==> config.mk <==
export PLATFORM = sky130hd
export DESIGN_NAME = branch_commit_queue_flat
export DESIGN_NICKNAME = d
export VERILOG_FILES = /design/src/rtl/branch_commit_queue_if.sv /design/src/rtl/branch_commit_queue.sv /design/src/flat_wrapper.sv
export SDC_FILE = /design/constraint.sdc
export NUM_CORES = 1
export LEC_CHECK = 0
export ABC_CLOCK_PERIOD_IN_PS = 15400
export BUFFER_PORTS_ARGS = -buffer_cell sky130_fd_sc_hd__clkbuf_2
export CAP_MARGIN = 20
export CORE_ASPECT_RATIO = 1.1
export CORE_MARGIN = 10
export CORE_UTILIZATION = 60
export CTS_CLUSTER_DIAMETER = 80
export CTS_CLUSTER_SIZE = 30
export DETAILED_ROUTE_END_ITERATION = 16
export GPL_TIMING_DRIVEN = 0
export PLACE_DENSITY = 0.78
export REMOVE_ABC_BUFFERS = 1
export SYNTH_ARGS = -nofsm -noshare
export SYNTH_HDL_FRONTEND = slang
export SYNTH_SLANG_ARGS = --single-unit
==> constraint.sdc <==
create_clock -name clk -period 15.4 [get_ports clk]
set_input_delay 3.08 -clock clk [delete_from_list [all_inputs] [get_ports clk]]
set_output_delay 3.08 -clock clk [all_outputs]
set_load 0.05 [all_outputs]
==> src/rtl/branch_commit_queue_if.sv <==
// branch_commit_queue_if: decode/branch-unit/commit bus of the branch commit queue.
// Stat outputs exist only when BR_STATS_EN is defined.
interface branch_commit_queue_if #(parameter int DEPTH = 8);
    localparam int IW = $clog2(DEPTH);
    logic          alloc_valid;
    logic [31:0]   alloc_pc;
    logic          alloc_pred_taken;
    logic [31:0]   alloc_pred_addr;
    logic          alloc_ready;
    logic [IW-1:0] alloc_idx;
    logic          res_valid;
    logic [IW-1:0] res_idx;
    logic          res_taken;
    logic [31:0]   res_target;
    logic          commit_ready;
    logic          pc_result_load;
    logic [31:0]   pc_result;
    logic          br_result;
    logic          flush;
    logic [31:0]   flush_pc;
    logic [IW:0]   count;
`ifdef BR_STATS_EN
    logic [31:0]   stat_commits;
    logic [31:0]   stat_mispredicts;
`endif
    modport master (
        output alloc_valid, alloc_pc, alloc_pred_taken, alloc_pred_addr,
        output res_valid, res_idx, res_taken, res_target, commit_ready,
        input alloc_ready, alloc_idx, pc_result_load, pc_result, br_result,
        input flush, flush_pc, count
`ifdef BR_STATS_EN
        , input stat_commits, stat_mispredicts
`endif
    );
    modport slave (
        input alloc_valid, alloc_pc, alloc_pred_taken, alloc_pred_addr,
        input res_valid, res_idx, res_taken, res_target, commit_ready,
        output alloc_ready, alloc_idx, pc_result_load, pc_result, br_result,
        output flush, flush_pc, count
`ifdef BR_STATS_EN
        , output stat_commits, stat_mispredicts
`endif
    );
endinterface

==> src/rtl/branch_commit_queue.sv <==
// branch_commit_queue: in-order predicted-branch tracker feeding predictor update and mispredict flush.
// Optional BR_STATS_EN adds saturating commit/mispredict counters.
module branch_commit_queue #(
    parameter int DEPTH = 8
) (
    input logic clk,
    input logic rst,
    branch_commit_queue_if.slave bus
);
    localparam int IW = $clog2(DEPTH);
    logic [DEPTH-1:0] valid, resolved, pred_taken, act_taken;
    logic [31:0]      pc [DEPTH];
    logic [31:0]      pred_addr [DEPTH];
    logic [31:0]      act_target [DEPTH];
    logic [IW-1:0]    head, tail;
    logic [IW:0]      cnt;
    logic             alloc_fire, res_fire, commit_fire, mispredict;
    logic             load_q, br_q, flush_q;
    logic [31:0]      pc_q, flush_pc_q;
    always_comb begin
        bus.alloc_ready = cnt < (IW+1)'(DEPTH);
        alloc_fire = bus.alloc_valid && bus.alloc_ready;
        res_fire = bus.res_valid && valid[bus.res_idx] && !resolved[bus.res_idx];
        commit_fire = bus.commit_ready && valid[head] && resolved[head];
        mispredict = commit_fire && ((act_target[head] != pred_addr[head]) || (act_taken[head] != pred_taken[head]));
    end
    always_ff @(posedge clk) begin
        if (rst) begin
            valid <= '0;
            resolved <= '0;
            head <= '0;
            tail <= '0;
            cnt <= '0;
        end else if (mispredict) begin
            valid <= '0;
            resolved <= '0;
            head <= '0;
            tail <= '0;
            cnt <= '0;
        end else begin
            // commit and alloc never share a slot: a full queue blocks alloc
            if (commit_fire) begin
                valid[head] <= 1'b0;
                resolved[head] <= 1'b0;
                head <= head + 1'b1;
            end
            if (alloc_fire) begin
                valid[tail] <= 1'b1;
                resolved[tail] <= 1'b0;
                pc[tail] <= bus.alloc_pc;
                pred_taken[tail] <= bus.alloc_pred_taken;
                pred_addr[tail] <= bus.alloc_pred_addr;
                tail <= tail + 1'b1;
            end
            if (res_fire) begin
                resolved[bus.res_idx] <= 1'b1;
                act_taken[bus.res_idx] <= bus.res_taken;
                act_target[bus.res_idx] <= bus.res_target;
            end
            cnt <= cnt + (IW+1)'(alloc_fire) - (IW+1)'(commit_fire);
        end
    end
    always_ff @(posedge clk) begin
        if (rst) begin
            load_q <= 1'b0;
            br_q <= 1'b0;
            flush_q <= 1'b0;
            pc_q <= '0;
            flush_pc_q <= '0;
        end else begin
            load_q <= commit_fire;
            flush_q <= mispredict;
            if (commit_fire) begin
                pc_q <= pc[head];
                br_q <= act_taken[head];
            end
            if (mispredict) flush_pc_q <= act_target[head];
        end
    end
    assign bus.alloc_idx = tail;
    assign bus.count = cnt;
    assign bus.pc_result_load = load_q;
    assign bus.pc_result = pc_q;
    assign bus.br_result = br_q;
    assign bus.flush = flush_q;
    assign bus.flush_pc = flush_pc_q;
`ifdef BR_STATS_EN
    logic [31:0] stat_c, stat_m;
    always_ff @(posedge clk) begin
        if (rst) begin
            stat_c <= '0;
            stat_m <= '0;
        end else begin
            if (commit_fire && stat_c != '1) stat_c <= stat_c + 1'b1;
            if (mispredict && stat_m != '1) stat_m <= stat_m + 1'b1;
        end
    end
    assign bus.stat_commits = stat_c;
    assign bus.stat_mispredicts = stat_m;
`endif
endmodule
==> src/flat_wrapper.sv <==
// flat-port wrapper written by rule: the top's interface ports become plain ports
module branch_commit_queue_flat 
#(
    parameter int DEPTH = 8
)
  (clk, rst, bus_alloc_valid, bus_alloc_pc, bus_alloc_pred_taken, bus_alloc_pred_addr, bus_res_valid, bus_res_idx, bus_res_taken, bus_res_target, bus_commit_ready, bus_alloc_ready, bus_alloc_idx, bus_pc_result_load, bus_pc_result, bus_br_result, bus_flush, bus_flush_pc, bus_count);
  branch_commit_queue_if #(.DEPTH(DEPTH)) bus_i ();
  input logic clk;
  input logic rst;
  input wire logic [$bits(bus_i.alloc_valid)-1:0] bus_alloc_valid;
  input wire logic [$bits(bus_i.alloc_pc)-1:0] bus_alloc_pc;
  input wire logic [$bits(bus_i.alloc_pred_taken)-1:0] bus_alloc_pred_taken;
  input wire logic [$bits(bus_i.alloc_pred_addr)-1:0] bus_alloc_pred_addr;
  input wire logic [$bits(bus_i.res_valid)-1:0] bus_res_valid;
  input wire logic [$bits(bus_i.res_idx)-1:0] bus_res_idx;
  input wire logic [$bits(bus_i.res_taken)-1:0] bus_res_taken;
  input wire logic [$bits(bus_i.res_target)-1:0] bus_res_target;
  input wire logic [$bits(bus_i.commit_ready)-1:0] bus_commit_ready;
  output wire logic [$bits(bus_i.alloc_ready)-1:0] bus_alloc_ready;
  output wire logic [$bits(bus_i.alloc_idx)-1:0] bus_alloc_idx;
  output wire logic [$bits(bus_i.pc_result_load)-1:0] bus_pc_result_load;
  output wire logic [$bits(bus_i.pc_result)-1:0] bus_pc_result;
  output wire logic [$bits(bus_i.br_result)-1:0] bus_br_result;
  output wire logic [$bits(bus_i.flush)-1:0] bus_flush;
  output wire logic [$bits(bus_i.flush_pc)-1:0] bus_flush_pc;
  output wire logic [$bits(bus_i.count)-1:0] bus_count;
  assign bus_i.alloc_valid = bus_alloc_valid;
  assign bus_i.alloc_pc = bus_alloc_pc;
  assign bus_i.alloc_pred_taken = bus_alloc_pred_taken;
  assign bus_i.alloc_pred_addr = bus_alloc_pred_addr;
  assign bus_i.res_valid = bus_res_valid;
  assign bus_i.res_idx = bus_res_idx;
  assign bus_i.res_taken = bus_res_taken;
  assign bus_i.res_target = bus_res_target;
  assign bus_i.commit_ready = bus_commit_ready;
  assign bus_alloc_ready = bus_i.alloc_ready;
  assign bus_alloc_idx = bus_i.alloc_idx;
  assign bus_pc_result_load = bus_i.pc_result_load;
  assign bus_pc_result = bus_i.pc_result;
  assign bus_br_result = bus_i.br_result;
  assign bus_flush = bus_i.flush;
  assign bus_flush_pc = bus_i.flush_pc;
  assign bus_count = bus_i.count;
  branch_commit_queue #(.DEPTH(DEPTH)) u_core (.clk(clk), .rst(rst), .bus(bus_i));
endmodule
; Word level (Yosys, flattened, before mapping)
; Memory sizes are Yosys's and may differ from the RTL's. A register that Yosys moved wholly into a read port is not among the register bits.
; Cells that the tools add are included.
[totals]
ram_bits = 768
inputBits = 106
out_inout_bits = 75
mem_count = 3
word_cells = 93
reg_bits = 77
[classes]
n_reduce_logical = 14
muxes = 43
addsub = 4
magnitude_cmp = 7
n_bitwise = 9
eq_ne = 2
[mem_list]
columns = memory, words, word_bits, rd, rd_ports_with_merged_regs, wr, line
row1 = u_core.act_target, 8, 32, 1, 1, 1, branch_commit_queue.sv:14  ; logic [31:0] act_target [DEPTH];
row2 = u_core.pc, 8, 32, 1, 1, 1, branch_commit_queue.sv:12  ; logic [31:0] pc [DEPTH];
row3 = u_core.pred_addr, 8, 32, 1, 1, 1, branch_commit_queue.sv:13  ; logic [31:0] pred_addr [DEPTH];
[op_table]
columns = cell, n
row1 = 8-bit 2-to-1 mux, 11
row2 = 32-bit inequality test, 1
row3 = 8-bit bitwise AND, 3
row4 = 1-bit binary-select mux with 3-bit select, 6
row5 = 1-bit 2-to-1 mux, 17
row6 = 8-bit bitwise mux, 2
row7 = 8-bit NOT, 2
row8 = 8-bit OR, 2
row9 = "3-bit by 4-bit < comparator with 1-bit output, second input constant", 3
row10 = 3-bit 2-to-1 mux, 4
row11 = 1-bit demux with 3-bit select, 3
row12 = "3-bit by 1-bit >= comparator with 1-bit output, second input constant", 3
row13 = 1-bit logical AND, 9
row14 = "3-bit by 1-bit adder with 3-bit output, second input constant", 2
row15 = 3-bit AND reduction, 2
row16 = 4-bit by 1-bit adder with 4-bit output, 1
row17 = "4-bit < comparator, second input constant", 1
row18 = 4-bit by 1-bit subtractor with 4-bit output, 1
row19 = 1-bit NOT, 2
row20 = 2-bit OR reduction, 1
row21 = 1-bit logical NOT, 1
row22 = 1-bit logical OR, 1
row23 = 1-bit inequality test, 1

; Logic depth before layout (Yosys ltp)
; Gate-level depths: netlist of run 1.
[depth]
word_depth = 15
depth_mapped = 17
ltp_nobuf = 12

; Worst setup path before layout of run 1
; No wires, ideal clock.
[synth_timing]
kind = input to register
start = input port rst
end = memory u_core.pc[5][0] (enable)
slack_ns = 6.648
setup_ns = 0.565
stages = 4
path_buffers = 3
required_time_ns = 14.835
t_arrival_ns = 8.188
cell_sequence = clkbuf_1 > clkbuf_1 > clkbuf_1 > nor3_1
[synth_via]
elab_chain_len = 2
[synth_lines]
columns = element, line
row1 = from (decl), flat_wrapper.sv:9  ; input logic rst;
row2 = 1-bit 2-to-1 mux, branch_commit_queue.sv:28  ; if (rst) begin
row3 = 1-bit 2-to-1 mux (implied by the code), branch_commit_queue.sv:50  ; pc[tail] <= bus.alloc_pc;
row4 = to (decl), branch_commit_queue.sv:12
; No other way between the ends.

==> summary.md, run 1 <==
| Metric | Value |
|---|---|
| Outcome | `completed` |
| Fraction of registers with async set/reset | `0%` |
| Final Skew | `approximately 0.027 ns` |
| Die width | `251 um` |
| DRT iter0 DRCs | `about 2,100` |
| Netlist Area Pre-Place | `~35,000 um^2` |
| Vias in the first global route | `19,700` |
| Final Wtd Congestion | `just over 0.8` |
| Placeable Area | `roughly 58,000 um^2` |
| Starting Density | `60.9%` |
| First-pass GRT wire length | `124,000 um` |
| Rows | `between 90 and 100` |
| Hold path start | `u_core.bus.flush_pc[23]` |
| Final instance area | `between 30,000 and 40,000 um^2` |
| Hold Path Depth | `2` |
| Final HPWL DP | `approximately 56,000 um` |
| Hold Path Sink | `u_core.bus.flush_pc[23]` |
| Lkg Pwr | `approximately 12 nW` |
| # hold bufs at CTS | `0` |
| Post-place instance area | `about 38,000 um^2` |
| Critical Path AT | `between 7 and 8 ns` |
| Req. time, crit path | `between 15 and 20 ns` |
| Via density | `roughly 6.5` |
| Endpoint class of the critical path | `register` |
| Setup ws final | `about 8.5 ns` |
| Total wire length | `approximately 84,000 um` |
| Fmax | `between 100 and 150 MHz` |
| Commonest non-fill, non-tap cell in the layout | `edfxtp_1` |
| Postcts setup bufs | `0` |
| Worst-Margin Slew | `between 1 and 1.5 ns` |
| Synthesized area per cell | `17.8 um^2` |
| Initial DRT Pass Iterations | `5` |
| Most frequent cells in the layout | `edfxtp_1, clkbuf_2, mux4_2` |
| Setup TNS | `0 ns` |
| I/O Buffers | `180` |
| FF-to-FF setup slack | `8.46 ns` |
| Overall Global Routing Usage | `24.0%` |
| TritonCTS buffer count | `37` |
| Clk pin slew, worst setup/hold paths | `between 0.1 and 0.15 ns` |
| Max-slew violations | `0` |
| CTS resizes | `0` |
| Reg2reg end | `u_core.pred_addr[2][17]` |
| Ratio of cells with drive above 1 in the final layout | `between 20% and 30%` |
| H-tree depth | `2` |
| Layer carrying the most global-route usage | `met2` |
| Synthesized flop and latch total | `between 800 and 900` |
| Die Area | `around 69,000 um^2` |
| Final setup fails | `0` |
| Post-synthesis sequential area ratio | `approximately 72%` |
| Initial antenna violation count | `12` |
| Worst slew margin | `between 20 and 30%` |
| Critical path type | `register to register` |
| Hold Vio Cnt, Final | `0` |
| CP Launch Type | `register` |
| Final period util | `a little under half` |
| YS warnings | `0` |
| Maximum clock insertion buffer count | `3` |
| Post-synth cell types | `71` |
| Final Power | `4.12 mW` |
| Maxcap violations | `0` |
| HP Class | `register to register` |
| Avg WL per Cell | `28.2 um` |
| ANT nets after route | `0` |
| Crit-path max FO | `between 50 and 60` |
| EDFF count, synth | `around 800` |
| Post-layout minimum cycle time | `between 6 and 7 ns` |
| Nets@finish | `around 2,300` |
| RSZ-0062 raised after global routing | `false` |
| Overflow after GRT | `0` |
| Num Clock Sinks | `between 800 and 900` |
| PD cells | `105 nW/um^2` |
| Post-synthesis cell count | `between 1,500 and 2,000` |
| Maximum resistive drop on vdd | `roughly 120 uV` |
| Grt met2 use | `40.6%` |
| Largest net degree at the start of global routing | `about 110` |
| Top Ports | `between 150 and 200` |
| GRT met3 Usage | `a little over 4%` |
| Met1 Track Usage GR | `between 30% and 40%` |
| Area Growth Syn to Fin | `11.4%` |
| Clock Latency Late Sink | `~0.61 ns` |
| Worst hold slack | `~0.46 ns` |
| Root Driver | `clkbuf_16` |
| Die Span Y | `274 um` |
| Via count | `~19,000` |
| Main synth FF type | `edfxtp_1` |
| Pre-CTS WS | `8.53 ns` |
| Remaining DRCs | `0` |
| R2R depth | `15` |
| CTS tree | `built` |
-- stage by stage --
stage | cells | util (%)
2_1_floorplan | 1859 | -
5_1_grt | 2968 | 67.9
3_5_place_dp | 2896 | 65.7
3_3_place_gp | 2791 | 63.0
4_1_cts | 2964 | 67.8
6_report | 2970 | 67.9
-- cell usage after synthesis, types with 25 or more instances --
| cell type | count | share of area (%) |
|---|---|---|
| clkbuf_1 | 65 | 0.69 |
| nand2_1 | 25 | 0.27 |
| mux4_2 | 124 | 8.0 |
| a21oi_1 | 49 | 0.70 |
| mux2i_1 | 76 | 2.2 |
| nor2_1 | 120 | 1.3 |
| a221oi_1 | 36 | 0.90 |
| inv_1 | 38 | 0.41 |
| nor3_1 | 46 | 0.66 |
| edfxtp_1 | 784 | 67 |
| xor2_1 | 79 | 2.0 |
| dfxtp_1 | 96 | 5.5 |
| xnor2_1 | 57 | 1.4 |
| a211oi_1 | 87 | 1.9 |
-- state kept, by name (all words and copies together), names as in the netlist, 3 cells and up, named ones only --
name and cells:
u_core.pred_taken 8, u_core.act_target 256, u_core.head 3, u_core.act_taken 8, u_core.resolved 8, u_core.bus.flush_pc 32
u_core.bus.count 4, u_core.pred_addr 256, u_core.bus.alloc_idx 3, u_core.valid 8, u_core.pc 256, u_core.bus.pc_result 32
-- layer usage --
layer / vias to the layer above / part of all wire [%] / wire length (um)
met2: 896 / 51 / 42800
li1: 8275 / - / -
met5: - / 0.10 / 86
met1: 10000 / 38 / 32300
met4: 14 / 2.3 / 1940
met3: 138 / 8.1 / 6760
-- layout make-up --
type,count,area (um^2)
sequential,880,25500
antenna,5,12.5
tap,752,941
timing repair buffer,286,2340
fill,3704,18500
multi-input combinational,938,8980
inverter,41,155
clock inverter,13,180
clock buffer,55,1050
-- power breakdown --
part           total [mW]  internal, mW  leakage (nW)  switching (mW)
Clock                1.25         0.543         0.592           0.707
Combinational       0.210        0.0665          4.01           0.144
Sequential           2.66          2.64          7.85          0.0183
-- worst max path at each step --
stage	from	end	slack (ns)	cells after the start
3_3_place_gp	register	u_core.pred_addr[7][17]	-6.08	8
4_1_cts	u_core.head[0]	u_core.pred_addr[2][30]	8.50	16
3_5_place_dp	u_core.head[0]	u_core.pred_addr[2][17]	8.53	16
5_1_grt	register	u_core.pred_addr[2][30]	8.18	15
2_1_floorplan	register	u_core.pc[2][0]	4.22	8
6_report	register	u_core.pred_addr[2][17]	8.46	15
-- cell families (layout without fill, tap and decap cells) --
logic type	after synthesis	count (layout)	synth area share [%]
muxes	235	235	11.7
xor gates and xnor gates	136	136	3.39
AOI/OAI and AO/OA	258	258	5.34
DFF	880	880	72.5
buffers and inverters	160	395	2.20
adders and majority gates	7	7	0.271
other	0	5	0
and+or+nand+nor	302	302	4.59
-- critical path, cell delays in order (launching register included) --
cell,delay [ns]
dfxtp_4,0.84
buf_16,0.39
nand3b_1,0.39
o22a_1,0.24
o221ai_1,0.11
or4_1,0.54
nor4_1,0.60
and4_2,1.00
a21oi_4,0.43
buf_12,0.31
nor3_2,0.73
buf_8,0.24
buf_6,0.17
buf_6,0.17
buf_6,0.18
buf_6,0.19
Note: power is estimated with default switching activity, not from simulation.
==> run 2, diff against run 1 <==
- ABC_CLOCK_PERIOD_IN_PS: 15400 -> 6900
- clock period: 15.4 -> 6.9 ns (I/O delays scaled with it)
==> run 2 against run 1 <==
Effect of this change:
- sequential share of layout area about the same
- final cell count about the same
- worst hold slack got worse by 0.00091 ns
- register-to-register slack got worse by 8.1 ns
- first-iteration DRC count decreased by 1.7%
- fmax increased by 6.6%
- critical endpoint is now u_core.pred_addr[5][26]
- largest power group unchanged
- highest routed layer unchanged
==> summary.md, run 2 (same netlist as run 1, synthesis figures left out) <==
| Metric | Value |
|---|---|
| Nets@finish | `between 2,000 and 2,500` |
| Initial DRT Pass Iterations | `6` |
| Crit-path max FO | `57` |
| HP Class | `register to register` |
| Hold path start | `u_core.bus.flush_pc[23]` |
| Worst-Margin Slew | `1.12 ns` |
| Initial antenna violation count | `12` |
| Final Power | `9.20 mW` |
| TritonCTS buffer count | `37` |
| CTS tree | `built` |
| Most frequent cells in the layout | `edfxtp_1, clkbuf_2, mux4_2` |
| Reg2reg end | `u_core.pred_addr[5][26]` |
| Endpoint class of the critical path | `register` |
| Area Growth Syn to Fin | `11.4%` |
| Largest net degree at the start of global routing | `around 110` |
| Overall Global Routing Usage | `between 20% and 30%` |
| Post-layout minimum cycle time | `6.51 ns` |
| Starting Density | `between 60 and 70%` |
| Ratio of cells with drive above 1 in the final layout | `between 20% and 30%` |
| Critical Path AT | `about 7 ns` |
| Outcome | `completed` |
| CP Launch Type | `register` |
| DRT iter0 DRCs | `between 2,000 and 2,500` |
| Die width | `around 250 um` |
| Final Skew | `between 0.02 and 0.03 ns` |
| Final Wtd Congestion | `roughly 0.83` |
| Root Driver | `clkbuf_16` |
| Total wire length | `about 84,000 um` |
| Worst hold slack | `0.463 ns` |
| First-pass GRT wire length | `124,000 um` |
| Num Clock Sinks | `slightly below 900` |
| Fmax | `between 150 and 200 MHz` |
| Top Ports | `181` |
| Avg WL per Cell | `between 20 and 30 um` |
| Overflow after GRT | `0` |
| Hold Path Depth | `2` |
| Clk pin slew, worst setup/hold paths | `approximately 0.11 ns` |
| Commonest non-fill, non-tap cell in the layout | `edfxtp_1` |
| Die Area | `68,600 um^2` |
| Maximum clock insertion buffer count | `3` |
| Die Span Y | `between 200 and 300 um` |
| Maxcap violations | `0` |
| Critical path type | `register to register` |
| Total placed cells including tap cells | `around 2,900` |
| Remaining DRCs | `0` |
| PD cells | `235 nW/um^2` |
| Req. time, crit path | `7.22 ns` |
| Setup TNS | `0 ns` |
| Registers with the most flip-flops | `u_core.act_target (256), u_core.pc (256), u_core.pred_addr (256)` |
| Hold Path Sink | `u_core.bus.flush_pc[23]` |
| Final HPWL DP | `around 56,000 um` |
| FF-to-FF setup slack | `~0.39 ns` |
| Final setup fails | `0` |
| Max-slew violations | `0` |
| Vias in the first global route | `19,700` |
| Hold Vio Cnt, Final | `0` |
| Clock Latency Late Sink | `a little over 0.6 ns` |
| Final period util | `approximately 94%` |
| Via density | `6.50` |
| Via count | `19,300` |
| Maximum resistive drop on vdd | `roughly 280 uV` |
| Placeable Area | `~58,000 um^2` |
| H-tree depth | `2` |
| RSZ-0062 raised after global routing | `false` |
| R2R depth | `14` |
| Lkg Pwr | `about 12 nW` |
| Worst slew margin | `24.6%` |
| Final Instance Count excl. Fillers | `2,971` |
| I/O Buffers | `180` |
| ANT nets after route | `0` |
| Rows | `between 90 and 100` |
==> run 2: through the flow <==
step	utilization [%]	setup WS, ns	cell area, um^2
floorplan	-	-4.28	34500
global placement	63.0	-14.58	36300
detailed placement	65.7	0.0279	37900
CTS	67.8	0.0355	39100
global route	67.9	0.154	39100
finish	67.9	0.387	39100
==> run 2: how the worst max path moves through the flow <==
| stage | slack [ns] | endpoint | from |
|---|---|---|---|
| 5_1_grt | 0.15 | u_core.pred_addr[2][30] | register |
| 6_report | 0.39 | u_core.pred_addr[5][26] | register |
| 4_1_cts | 0.04 | u_core.pred_addr[2][30] | register |
| 3_5_place_dp | 0.03 | u_core.pred_addr[2][17] | u_core.head[0] |
| 3_3_place_gp | -14.58 | u_core.pred_addr[7][17] | register |
| 2_1_floorplan | -4.28 | u_core.pc[2][0] | register |
==> run 2: routing by layer <==
metal	wire length, um	vias to the layer above	track usage (%)	part of all wire (%)
met5	100	-	0	0.12
met4	2060	16	6.98	2.5
met3	6770	152	4.12	8.1
met2	42700	926	40.5	51
met1	32100	9917	31.7	38
li1	-	8290	-	-
==> run 2: final cells by class <==
class / count / area [um^2]
diodes: 5 / 12.5
inverters: 41 / 155
repair buffers: 287 / 2340
multi-input cells: 938 / 8980
flip-flops and latches: 880 / 25500
clock buffers: 55 / 1050
clock inverters: 13 / 180
fillers: 3705 / 18500
well taps: 752 / 941
==> run 2: report_power, final <==
group	leakage, nW	internal [mW]	total, mW	switching (mW)
Clock	0.592	1.21	2.79	1.58
Sequential	7.85	5.90	5.94	0.0406
Combinational	4.02	0.148	0.470	0.321
==> run 2: worst max-delay path: stages, from the launching register on <==
cell      delay, ns
dfxtp_4        0.85
buf_16         0.40
nand3b_1       0.39
o22a_1         0.24
o221ai_1       0.11
or4_1          0.54
nor4_1         0.61
and4_4         0.68
a21oi_4        0.35
buf_12         0.28
nor3_2         0.81
buf_4          0.37
buf_8          0.18
buf_8          0.16
buf_6          0.17
==> run 2: what timing repair did <==
action / 4_1_cts / 5_1_grt
pin swaps: 1 / 0
setup buffers: 1 / 0
setup endpoints to repair: 3 / 32
resized for setup: 0 / 1
hold buffers: 0 / 0
==> run 3, diff against run 2 <==
- ABC_CLOCK_PERIOD_IN_PS: 6900 -> 7850
- CELL_PAD_IN_SITES_DETAIL_PLACEMENT: unset -> 1
- CELL_PAD_IN_SITES_GLOBAL_PLACEMENT: unset -> 2
- CORE_UTILIZATION: 60 -> 50
- PLACE_DENSITY: 0.78 -> unset
- PLACE_DENSITY_LB_ADDON: unset -> 0.1
- clock period: 6.9 -> 7.85 ns (I/O delays scaled with it)
==> run 3 against run 2 <==
Effect of this change:
- die area up 18%
- global-route usage down 1.9 points
- sequential share of layout area down 0.53 points
- sequential cell count unchanged
- worst hold slack worse by 0.00095 ns
- register-to-register slack better by 1.2 ns
- final cell count up 6.0%
- clock skew up 0.0017 ns
- design area up 0.83%
- clock power down 10%
- combinational power down 11%
- largest power group unchanged
- largest cell class unchanged
==> summary.md, run 3 (same netlist as run 1, synthesis figures left out) <==
| Metric | Value |
|---|---|
| Slowest stage cell, crit path | `dfxtp_4` |
| Max-slew violations | `0` |
| Worst-Margin Slew | `roughly 1.1 ns` |
| Via count | `18,800` |
| FF-to-FF setup slack | `1.56 ns` |
| Critical Path AT | `6.60 ns` |
| Endpoint class of the critical path | `register` |
| Family with the most delay on the worst path | `simple AND/OR/NAND/NOR gates` |
| Hold Vio Cnt, Final | `0` |
| Hold path start | `u_core.bus.flush_pc[26]` |
| Pre-CTS WS | `around 1.5 ns` |
| Commonest non-fill, non-tap cell in the layout | `edfxtp_1` |
| Starting Density | `between 50% and 60%` |
| Worst hold slack | `0.462 ns` |
| Final Wtd Congestion | `between 0.7 and 0.8` |
| Final Skew | `about 0.028 ns` |
| # hold bufs at CTS | `0` |
| Nets@finish | `~2,300` |
| Critical path type | `register to register` |
| Worst slew margin | `between 20% and 30%` |
| CP cell instances | `buf_16 > nor2b_1 > a22oi_1 > o221a_2 > xnor2_1 > nand3_2 > nor3_4 > a21oi_4 > buf_12 > nor3_2 > buf_8 > buf_6 > buf_6` |
| Num Clock Sinks | `just under 900` |
| CP Launch Type | `register` |
| Die width | `273 um` |
| Hold Path Depth | `2` |
| TritonCTS buffer count | `39` |
| Reg2reg end | `u_core.act_target[2][15]` |
| Area Growth Syn to Fin | `12.4%` |
| Top Ports | `about 180` |
| Rows | `roughly 100` |
| Req. time, crit path | `a little over 8 ns` |
| Postcts setup bufs | `0` |
| Final instance area | `slightly below 40,000 um^2` |
| H-tree depth | `2` |
| Overall Global Routing Usage | `22.1%` |
| Hold Path Sink | `u_core.bus.flush_pc[26]` |
| Setup ws final | `approximately 1.6 ns` |
| Lkg Pwr | `between 10 and 15 nW` |
| R2R depth | `13` |
| Ratio of cells with drive above 1 in the final layout | `approximately 25%` |
| Maximum clock insertion buffer count | `3` |
| Root Driver | `clkbuf_16` |
| Placeable Area | `approximately 69,000 um^2` |
| Setup TNS | `0 ns` |
| Post-place instance area | `between 30,000 and 40,000 um^2` |
| # fillers | `between 6,000 and 7,000` |
| Maximum resistive drop on vdd | `~180 uV` |
| Maxcap violations | `0` |
| Overflow after GRT | `0` |
| Final Power | `8.15 mW` |
| Avg WL per Cell | `28.7 um` |
| CTS tree | `built` |
| Crit. path cell count | `13` |
| Most used cell, CP | `buf_6` |
| I/O Buffers | `180` |
| RSZ-0062 raised after global routing | `false` |
| Initial antenna violation count | `11` |
| Clock Latency Late Sink | `between 0.6 and 0.7 ns` |
| Registers with the most flip-flops | `u_core.act_target (256), u_core.pc (256), u_core.pred_addr (256)` |
| Post-layout minimum cycle time | `6.29 ns` |
| Outcome | `completed` |
| Initial DRT Pass Iterations | `7` |
| First-pass GRT wire length | `133,000 um` |
| HP Class | `register to register` |
| PD cells | `206 nW/um^2` |
| DRT iter0 DRCs | `between 1,000 and 1,500` |
| Crit-path max FO | `roughly 50` |
| Die Area | `around 80,000 um^2` |
| Final HPWL DP | `a little over 60,000 um` |
| Fmax | `159 MHz` |
| Die Span Y | `around 300 um` |
| FF-to-FF Start | `u_core.head[0]` |
| Final setup fails | `0` |
| ANT nets after route | `0` |
| Vias in the first global route | `~20,000` |
| Remaining DRCs | `0` |
| Final period util | `about four fifths` |
| CTS resizes | `0` |
| Largest net degree at the start of global routing | `a little under 80` |
| WP buf/inv | `5` |
| Clk pin slew, worst setup/hold paths | `0.10 ns` |
| Via density | `5.98` |
| Total wire length | `90,400 um` |
| Slowest stage delay, CP | `approximately 0.92 ns` |
| Most frequent cells in the layout | `edfxtp_1, clkbuf_2, mux4_2` |
==> run 3: cell count changes in the layout (fill, tap and decap cells not counted), moves of 3 or more <==
cell,before,now
buf_6,69,72
inv_8,3,0
clkbuf_1,15,9
clkinv_8,0,5
==> run 3: cell type report <==
type                    count  area (um^2)  area share (%)
diodes                      5         12.5          0.0317
multi-input cells         938         8980            22.7
well taps                 927         1160            2.94
repair buffers            292         2410            6.11
flip-flops and latches    880        25500            64.6
clock buffers              50         1060            2.68
inverters                  41          155           0.393
clock inverters            16          204           0.517
==> run 3: routing by layer <==
metal  global-route usage, %  vias up  wire length (um)  part of all wire, %
li1                        -     8293                 -                    -
met2                    38.4      460             46900                   52
met3                    3.09       98              4300                  4.7
met5                       0        -                83                0.092
met4                    5.53       12              1760                  1.9
met1                    28.7     9963             37400                   41
==> run 3: worst max-delay path by stage <==
stage | to | from | slack, ns
CTS | u_core.act_target[2][15] | u_core.head[0] | 1.47
floorplan | u_core.pc[2][0] | register | -3.33
detailed placement | u_core.act_target[2][15] | u_core.head[0] | 1.53
global placement | u_core.pc[6][18] | register | -15.20
global route | u_core.act_target[2][15] | u_core.head[0] | 1.29
finish | u_core.act_target[2][15] | u_core.head[0] | 1.56
==> run 3: power breakdown <==
group | switching (mW) | leakage, nW | internal, mW | total, mW
combinational | 0.284 | 4.06 | 0.133 | 0.418
clock | 1.47 | 0.607 | 1.04 | 2.51
sequential | 0.0350 | 7.85 | 5.18 | 5.22
==> run 3: worst min-delay path, cell delays in order, from the launching register on <==
cell	delay [ns]
dfxtp_1	0.32
inv_1	0.05
a211oi_1	0.05
==> run 3: through the flow <==
step | std cells | util [%]
after floorplan | 1859 | -
after global placement | 2966 | 52.7
after detailed placement | 3078 | 55.1
after CTS | 3144 | 56.9
after global routing | 3149 | 56.9
final | 3149 | 56.9
